$ cat src/rtl/axi_arbiter_nm.sv
// N-master to 1-slave AXI4 arbiter with independent read and write FSMs, one transaction in flight per path.
// Define AXI_ARB_RR_EN for round-robin arbitration; otherwise the lowest requesting index wins.
module axi_arbiter_nm #(
   parameter int NUM_M  = 2,
   parameter int ADDR_W = 32,
   parameter int DATA_W = 32,
   parameter int ID_W   = 4
) (
   input  logic                                     clk,
   input  logic                                     rst,
   input  logic [NUM_M*(ADDR_W+ID_W+13)-1:0]        s_ar_bus,
   input  logic [NUM_M-1:0]                         s_arvalid,
   output logic [NUM_M-1:0]                         s_arready,
   output logic [DATA_W+ID_W+2:0]                   s_r_bus,
   output logic [NUM_M-1:0]                         s_rvalid,
   input  logic [NUM_M-1:0]                         s_rready,
   input  logic [NUM_M*(ADDR_W+ID_W+13)-1:0]        s_aw_bus,
   input  logic [NUM_M-1:0]                         s_awvalid,
   output logic [NUM_M-1:0]                         s_awready,
   input  logic [NUM_M*(DATA_W+DATA_W/8+1)-1:0]     s_w_bus,
   input  logic [NUM_M-1:0]                         s_wvalid,
   output logic [NUM_M-1:0]                         s_wready,
   output logic [ID_W+1:0]                          s_b_bus,
   output logic [NUM_M-1:0]                         s_bvalid,
   input  logic [NUM_M-1:0]                         s_bready,
   output logic [ADDR_W+ID_W+12:0]                  m_ar_bus,
   output logic                                     m_arvalid,
   input  logic                                     m_arready,
   input  logic [DATA_W+ID_W+2:0]                   m_r_bus,
   input  logic                                     m_rvalid,
   output logic                                     m_rready,
   output logic [ADDR_W+ID_W+12:0]                  m_aw_bus,
   output logic                                     m_awvalid,
   input  logic                                     m_awready,
   output logic [DATA_W+DATA_W/8:0]                 m_w_bus,
   output logic                                     m_wvalid,
   input  logic                                     m_wready,
   input  logic [ID_W+1:0]                          m_b_bus,
   input  logic                                     m_bvalid,
   output logic                                     m_bready
);

   localparam int AX_W  = ADDR_W + ID_W + 13;
   localparam int W_W   = DATA_W + DATA_W/8 + 1;
   localparam int IDX_W = (NUM_M > 1) ? $clog2(NUM_M) : 1;

   typedef enum logic [1:0] {RD_IDLE, RD_AR, RD_R} rd_state_t;
   typedef enum logic [1:0] {WR_IDLE, WR_AW, WR_W, WR_B} wr_state_t;

   rd_state_t         rd_state, rd_state_nxt;
   wr_state_t         wr_state, wr_state_nxt;
   logic [IDX_W-1:0]  rd_g, wr_g;
   logic [IDX_W-1:0]  rd_pick, wr_pick;
   logic [7:0]        rd_beats, wr_beats;

   function automatic logic [IDX_W-1:0] next_idx(input logic [IDX_W-1:0] g);
      return (g == IDX_W'(NUM_M-1)) ? '0 : g + IDX_W'(1);
   endfunction

`ifdef AXI_ARB_RR_EN
   logic [IDX_W-1:0]  rd_ptr, wr_ptr;

   // Lowest requester at or above the pointer wins; otherwise wrap to the lowest requester overall.
   function automatic logic [IDX_W-1:0] arb(input logic [NUM_M-1:0] req, input logic [IDX_W-1:0] ptr);
      logic [IDX_W-1:0] hi, lo;
      logic             hit;
      hi  = '0;
      lo  = '0;
      hit = 1'b0;
      for (int i = NUM_M-1; i >= 0; i--) begin
         if (req[i]) begin
            lo = IDX_W'(i);
            if (IDX_W'(i) >= ptr) begin
               hi  = IDX_W'(i);
               hit = 1'b1;
            end
         end
      end
      return hit ? hi : lo;
   endfunction

   always_comb begin
      rd_pick = arb(s_arvalid, rd_ptr);
      wr_pick = arb(s_awvalid, wr_ptr);
   end
`else
   function automatic logic [IDX_W-1:0] arb(input logic [NUM_M-1:0] req);
      logic [IDX_W-1:0] pick;
      pick = '0;
      for (int i = NUM_M-1; i >= 0; i--)
         if (req[i]) pick = IDX_W'(i);
      return pick;
   endfunction

   always_comb begin
      rd_pick = arb(s_arvalid);
      wr_pick = arb(s_awvalid);
   end
`endif

   always_ff @(posedge clk) begin
      if (!rst) begin
         rd_state <= RD_IDLE;
         wr_state <= WR_IDLE;
         rd_g     <= '0;
         wr_g     <= '0;
         rd_beats <= '0;
         wr_beats <= '0;
`ifdef AXI_ARB_RR_EN
         rd_ptr   <= '0;
         wr_ptr   <= '0;
`endif
      end else begin
         rd_state <= rd_state_nxt;
         wr_state <= wr_state_nxt;
         if (rd_state == RD_IDLE && |s_arvalid) begin
            rd_g <= rd_pick;
`ifdef AXI_ARB_RR_EN
            rd_ptr <= next_idx(rd_pick);
`endif
         end
         if (wr_state == WR_IDLE && |s_awvalid) begin
            wr_g <= wr_pick;
`ifdef AXI_ARB_RR_EN
            wr_ptr <= next_idx(wr_pick);
`endif
         end
         // Beat counters are informational only; rlast/wlast alone end a burst.
         if (rd_state == RD_AR)
            rd_beats <= '0;
         else if (rd_state == RD_R && m_rvalid && m_rready)
            rd_beats <= rd_beats + 8'd1;
         if (wr_state == WR_AW)
            wr_beats <= '0;
         else if (wr_state == WR_W && m_wvalid && m_wready)
            wr_beats <= wr_beats + 8'd1;
      end
   end

   always_comb begin
      rd_state_nxt = rd_state;
      case (rd_state)
         RD_IDLE: if (|s_arvalid)                        rd_state_nxt = RD_AR;
         RD_AR:   if (m_arvalid && m_arready)            rd_state_nxt = RD_R;
         RD_R:    if (m_rvalid && m_rready && m_r_bus[0]) rd_state_nxt = RD_IDLE;
         default:                                        rd_state_nxt = RD_IDLE;
      endcase
   end

   always_comb begin
      wr_state_nxt = wr_state;
      case (wr_state)
         WR_IDLE: if (|s_awvalid)                        wr_state_nxt = WR_AW;
         WR_AW:   if (m_awvalid && m_awready)            wr_state_nxt = WR_W;
         WR_W:    if (m_wvalid && m_wready && m_w_bus[0]) wr_state_nxt = WR_B;
         WR_B:    if (m_bvalid && m_bready)              wr_state_nxt = WR_IDLE;
         default:                                        wr_state_nxt = WR_IDLE;
      endcase
   end

   // Payloads follow the registered grant unconditionally; only handshakes are gated by state.
   always_comb begin
      m_ar_bus  = s_ar_bus[rd_g*AX_W +: AX_W];
      m_aw_bus  = s_aw_bus[wr_g*AX_W +: AX_W];
      m_w_bus   = s_w_bus[wr_g*W_W +: W_W];
      s_r_bus   = m_r_bus;
      s_b_bus   = m_b_bus;
      m_arvalid = 1'b0;
      s_arready = '0;
      s_rvalid  = '0;
      m_rready  = 1'b0;
      m_awvalid = 1'b0;
      s_awready = '0;
      m_wvalid  = 1'b0;
      s_wready  = '0;
      s_bvalid  = '0;
      m_bready  = 1'b0;
      case (rd_state)
         RD_AR: begin
            m_arvalid       = s_arvalid[rd_g];
            s_arready[rd_g] = m_arready;
         end
         RD_R: begin
            s_rvalid[rd_g] = m_rvalid;
            m_rready       = s_rready[rd_g];
         end
         default: ;
      endcase
      case (wr_state)
         WR_AW: begin
            m_awvalid       = s_awvalid[wr_g];
            s_awready[wr_g] = m_awready;
         end
         WR_W: begin
            m_wvalid       = s_wvalid[wr_g];
            s_wready[wr_g] = m_wready;
         end
         WR_B: begin
            s_bvalid[wr_g] = m_bvalid;
            m_bready       = s_bready[wr_g];
         end
         default: ;
      endcase
   end

endmodule
$ cat config.mk
export PLATFORM = sky130hd
export DESIGN_NAME = axi_arbiter_nm
export DESIGN_NICKNAME = d
export VERILOG_FILES = /design/src/rtl/axi_arbiter_nm.sv
export SDC_FILE = /design/constraint.sdc
export NUM_CORES = 1
export LEC_CHECK = 0
export BUFFER_PORTS_ARGS = -buffer_cell sky130_fd_sc_hd__buf_2
export CORE_AREA = 2 2 204 206
export CTS_BUF_LIST = sky130_fd_sc_hd__clkbuf_4 sky130_fd_sc_hd__clkbuf_8
export DETAILED_ROUTE_END_ITERATION = 7
export DIE_AREA = 0 0 206 208
export PLACE_DENSITY = 0.31
export SYNTH_ARGS = -nofsm -noshare
export SYNTH_HDL_FRONTEND = slang
export SYNTH_SLANG_ARGS = --single-unit
$ cat constraint.sdc
create_clock -name clk -period 3.2 [get_ports clk]
set_input_delay 0.64 -clock clk [delete_from_list [all_inputs] [get_ports clk]]
set_output_delay 0.64 -clock clk [all_outputs]
set_load 0.005 [all_outputs]
# After elaboration in Yosys (flattened, before gate mapping)

Index checks and enable logic that the tools add are counted.
Widths: inputs -> output; s select.

$mul: 3
$lt $le $gt $ge: 4
Equal/unequal tests: 12
Shift operators: 3
Multiplexer cells: 37
Bitwise operators: 5
Reductions and logical operators: 17

Operators by type and width:

| operator            | number |
|---|---|
| $shiftx 98x8->49    | 2 |
| $shiftx 74x8->37    | 1 |
| $mux 2              | 12 |
| $mul 1x6->7 const B | 3 |
| $mux 1              | 21 |
| $ne 2x1->1 const B  | 6 |
| $logic_and 1x1->1   | 11 |
| $and 2x2->2         | 5 |
| $pmux 2 s4          | 1 |
| $eq 2x2->1 const B  | 3 |
| $pmux 2 s3          | 1 |
| $eq 2x1->1 const B  | 2 |
| $logic_not 2->1     | 2 |
| $lt 1x2->1 const B  | 2 |
| $reduce_and 4->1    | 1 |
| $reduce_or 2->1     | 2 |
| $reduce_and 3->1    | 1 |
| $demux 1 s1         | 2 |
| $ge 1x1->1 const B  | 2 |
| $ne 2x2->1 const B  | 1 |

Register bits: 6
Bits of input ports: 332
Output and inout port bits: 195
Word-level logic and storage cells: 85

# Logic depth before layout (Yosys ltp)

Depth after elaboration: 7
Depth in mapped cells: 6
Gate-level depth less buffers: 5

# Worst setup path after synthesis

Ideal clock, no wire load.

Path type: register to output
From: register wr_g
To: output port m_aw_bus[34]
Arrival time: 1.088 ns
Required time: 2.560 ns
Setup slack: 1.472 ns
Stages on the path, launching flop included: 5
Buffers on the path: 3
Cells stage by stage: dfxtp_1 > buf_6 > buf_6 > buf_2 > mux2_2

Longest elaborated chain between the ends: 2

Ends and longest elaborated chain:

| what                     | RTL line | text |
|---|---|---|
| start: declaration       | 52       | `logic [IDX_W-1:0] rd_g, wr_g;` |
| start signal: assignment | 123      | `wr_g <= wr_pick;` |
| $mul 1x6->7              | 164      | `m_aw_bus = s_aw_bus[wr_g*AX_W +: AX_W];` |
| $shiftx 98x8->49         | 164      |  |
| end: declaration         | 32       | `output logic [ADDR_W+ID_W+12:0] m_aw_bus,` |

No other way between the ends.

# Final worst setup path

From: register wr_g
To: output port m_w_bus[20]

Longest elaborated chain between the ends: 2

Ends and longest elaborated chain:

| what             | RTL line | text |
|---|---|---|
| $mul 1x6->7      | 165      | `m_w_bus = s_w_bus[wr_g*W_W +: W_W];` |
| $shiftx 74x8->37 | 165      |  |
| end: declaration | 35       | `output logic [DATA_W+DATA_W/8:0] m_w_bus,` |

No other way between the ends.

==> reports/results.env <==
RUN_STATUS='completed'
FINAL.SETUP.WORST_SLACK_PS=808
SYNTH.FF_LATCH_COUNT=6
PERIOD_MINUS_SLACK_PS=2390
DESIGN.PORTCOUNT=527
DIE-AREA_SQ_UM=42800
FIRST_ITER_VIOLATIONS=42
P_SWITCHING_mW=0.540
STDCELL_COUNT=1186
MAXIMUM_CLOCK_PATH_BUFFER_COUNT=2
POSTROUTEWIRELENGTH_UM=16100
DR_TOTAL_VIAS=3568
TOTALNEGATIVESETUPSLACK_PS=0
IO_BUFFERS=438
GRT_PASS1_WL_UM=20800
COMBPWRFRAC_PCT=78.4
ANT_NETS=0
TOTAL_NETS_AFTER_SYNTHESIS=602
STATIC-LEAKAGE-POWER_nW=2.53
SYN_AVG_CELL_AREA_SQ_UM=9.26
FINAL_GLOBAL_ROUTE_OVERFLOW_TOTAL=0
FINALCRITPERIODSHARE_PCT=74.8
POSTCTSSETUPREPAIRBUFS=0
HOLD_VIOL_FINAL=0
CRITPATHCAPTURETYPE='output pin'
FINISH.UTILIZATION_PCT=12.4
ROUTEDWLPERCELL_UM=13.5
DRC=0
YS_SEQ_AREA_SHARE_PCT=4.88
DRIVE_GT1_SHARE_PCT=90.1
CTS-ROOT-BUF='clkbuf_8'
REG2REG_TO='wr_state[1]'
CTS_SINKS=6
CTS_HTREE_LEVELS=1
R2R.WORST_PATH.CELLS=4
SETUP.WORST_PATH.CLASS='register to output pin'
CLKSLEWWORSTSETUPHOLDPATHS_PS=40
YOSYS_WARNINGS=0
NUM-NETS-FINAL=991
WORST_HOLD_PATH_TYPE='register to register'
WORSTPATHMAXFANOUT=37
POWER_mW=1.35
CHIPHEIGHT_UM=208
PLACE.DETAILED.INSTANCES=1182
DRT-VIAS-PER-INSTANCE=3.01
SETUP_VIOLATIONS=0
PEAKVDDDROP_uV=101
ROWS=74
CLOCK_SHARE_OF_POWER_PCT=10.0
CAP_VIOLATIONS=0
SWSHARE_PCT=39.8
FIRST_GLOBAL_VIAS=3554
ACHIEVABLE-FREQUENCY_GHz=0.418
NETLIST_AREA_BEFORE_PLACEMENT_SQ_UM=2460
CHIPWIDTH_UM=206
CRIT_REQUIRED_PS=2560
GP_CONGESTION=0.812
CLOCK-SKEW-FINAL_PS=0.212
CORE-AREA_SQ_UM=40600
TRACK_USAGE_PCT=6.64
TIMING_WORST_SLEW_PIN_VALUE_PS=602
SYNTH_CELL_TYPES=24
TOTAL_CLOCK_BUFFERS_CREATED_BY_CTS=3
CRIT_PATH_START_KIND='register'
GRT_MAX_DEGREE=41
FIRSTDRTPASSITERS=4
INTERNAL_POWER_mW=0.815
DP.FINAL_HPWL_UM=14900
INITIAL_CORE_UTIL_PCT=6.07
CTS_TREE='yes'
WORST_SETUP_PATH_STARTPOINT='wr_g'
CLOCK_INSERTION_DELAY_WORST_SKEW_PS=230
POWER_DENSITY_nW_PER_UM2=270
POSTCTSRESIZEDCELLS=0
TIMING_MAX_TRANSITION_VIOLATIONS_FINAL=0
CTS.HOLD.BUFFERS_ADDED=0
WORST-R2R-SETUP-SLACK_PS=1180
ANTENNA_FOUND_INITIAL=3
CRITPATHCAPTURE='m_w_bus[20]'
NETLIST_INSTANCES=266
DP_WORST_SETUP_SLACK_PS=1030
MAX_SLEW_MARGIN_PCT=59.4
AREA_DELTA_SYNTH_FINAL_PCT=103
SETUP_REPAIR_AFTER_GLOBAL_ROUTING_MISSED_ITS_MARGIN='false'
SEQ_POWER_SHARE_PCT=11.6
NUM_ANTENNA_CELLS=0
REG2REG_FROM='wr_g'
TIMING.CRITICAL_PATH.ARRIVAL_PS=1750
-- layout make-up --
class	instances	area (sq um)
clock buffers	4	48.8
inverters	8	30.0
multi-input cells	190	1880
repair buffers	446	2260
well taps	532	666
flip-flops and latches	6	125
fillers	4728	35500
-- cells by family after synthesis --
group / count (synthesis) / share of synthesized area, %
AOI/OAI and AO/OA: 10 / 2.89
muxes: 142 / 64.5
buffers and inverters: 70 / 18.9
adders and majority gates: 4 / 2.03
and+or+nand+nor: 34 / 6.81
DFF: 6 / 4.88
-- critical path, stage by stage, from the launching register on --
cell	delay, ps
dfxtp_4	660
buf_4	310
mux2_2	350
buf_2	130
-- cells in the final DEF, fill, tap and decap left out, types with 2 or more instances in the layout --
master,netlist,layout
buf_4,45,7
nor2b_1,5,5
nand2_1,11,11
nor3b_1,3,3
o21ai_0,3,3
mux2_2,134,134
buf_2,15,438
inv_1,7,7
nor3_1,2,2
mux2i_1,8,8
ha_1,4,4
clkbuf_8,0,3
nor2_1,10,10
a21oi_1,2,2
dfxtp_1,6,4
-- sequential cells by signal (all words and copies together), names as in the netlist --
name and flops:
wr_state 2, rd_state 2, rd_g 1, wr_g 1
-- worst min-delay path by stage --
stage,from,end,slack [ps],depth (start not counted)
finish,wr_state[1],wr_state[1],510,2
global route,wr_state[1],wr_state[1],550,2
CTS,wr_state[0],wr_state[0],520,2
detailed placement,wr_state[0],wr_state[0],510,2
global placement,wr_state[1],wr_state[1],490,2
floorplan,wr_state[1],wr_state[1],470,2
-- metal layers --
layer  wire (um)  vias up  GRT usage (%)
met5          23        -              0
met4         210        4          0.887
met3        2270       12           3.07
met1        4870     1541           5.52
li1            -     1679              -
met2        8680      332           14.0
-- per-stage QoR --
stage,cell area [sq um],hold WS (ps)
after global placement,4960,494
after detailed placement,4960,513
after floorplan,2460,468
final,5010,511
after CTS,5010,519
after global routing,5010,548
-- cells in the mapped netlist --
master	count	area share [%]
buf_6	2	0.91
dfxtp_1	6	4.9
nor2_1	10	1.5
buf_2	15	3.0
o21ai_0	3	0.61
nor2b_1	5	1.3
nor3b_1	3	0.91
a22oi_1	1	0.30
mux2i_1	8	3.3
o21a_1	1	0.30
inv_2	1	0.15
ha_1	4	2.0
nand2_1	11	1.7
buf_4	45	14
o31ai_2	1	0.51
nor4b_1	1	0.36
nand2b_1	1	0.25
nor3_1	2	0.41
and4b_1	1	0.41
mux2_2	134	61
a21oi_1	2	0.41
a31oi_1	1	0.25
inv_1	7	1.1
o2111a_2	1	0.51
-- power by group through the flow --
stage               Clock, mW  Sequential (mW)  Combinational [mW]
detailed placement          0            0.161                1.08
global placement            0            0.161                1.09
CTS                     0.145            0.164                1.09
finish                  0.136            0.157                1.06
global route            0.154            0.165                1.17
floorplan                   0            0.105               0.629
Power figures use the tool's default switching activity.
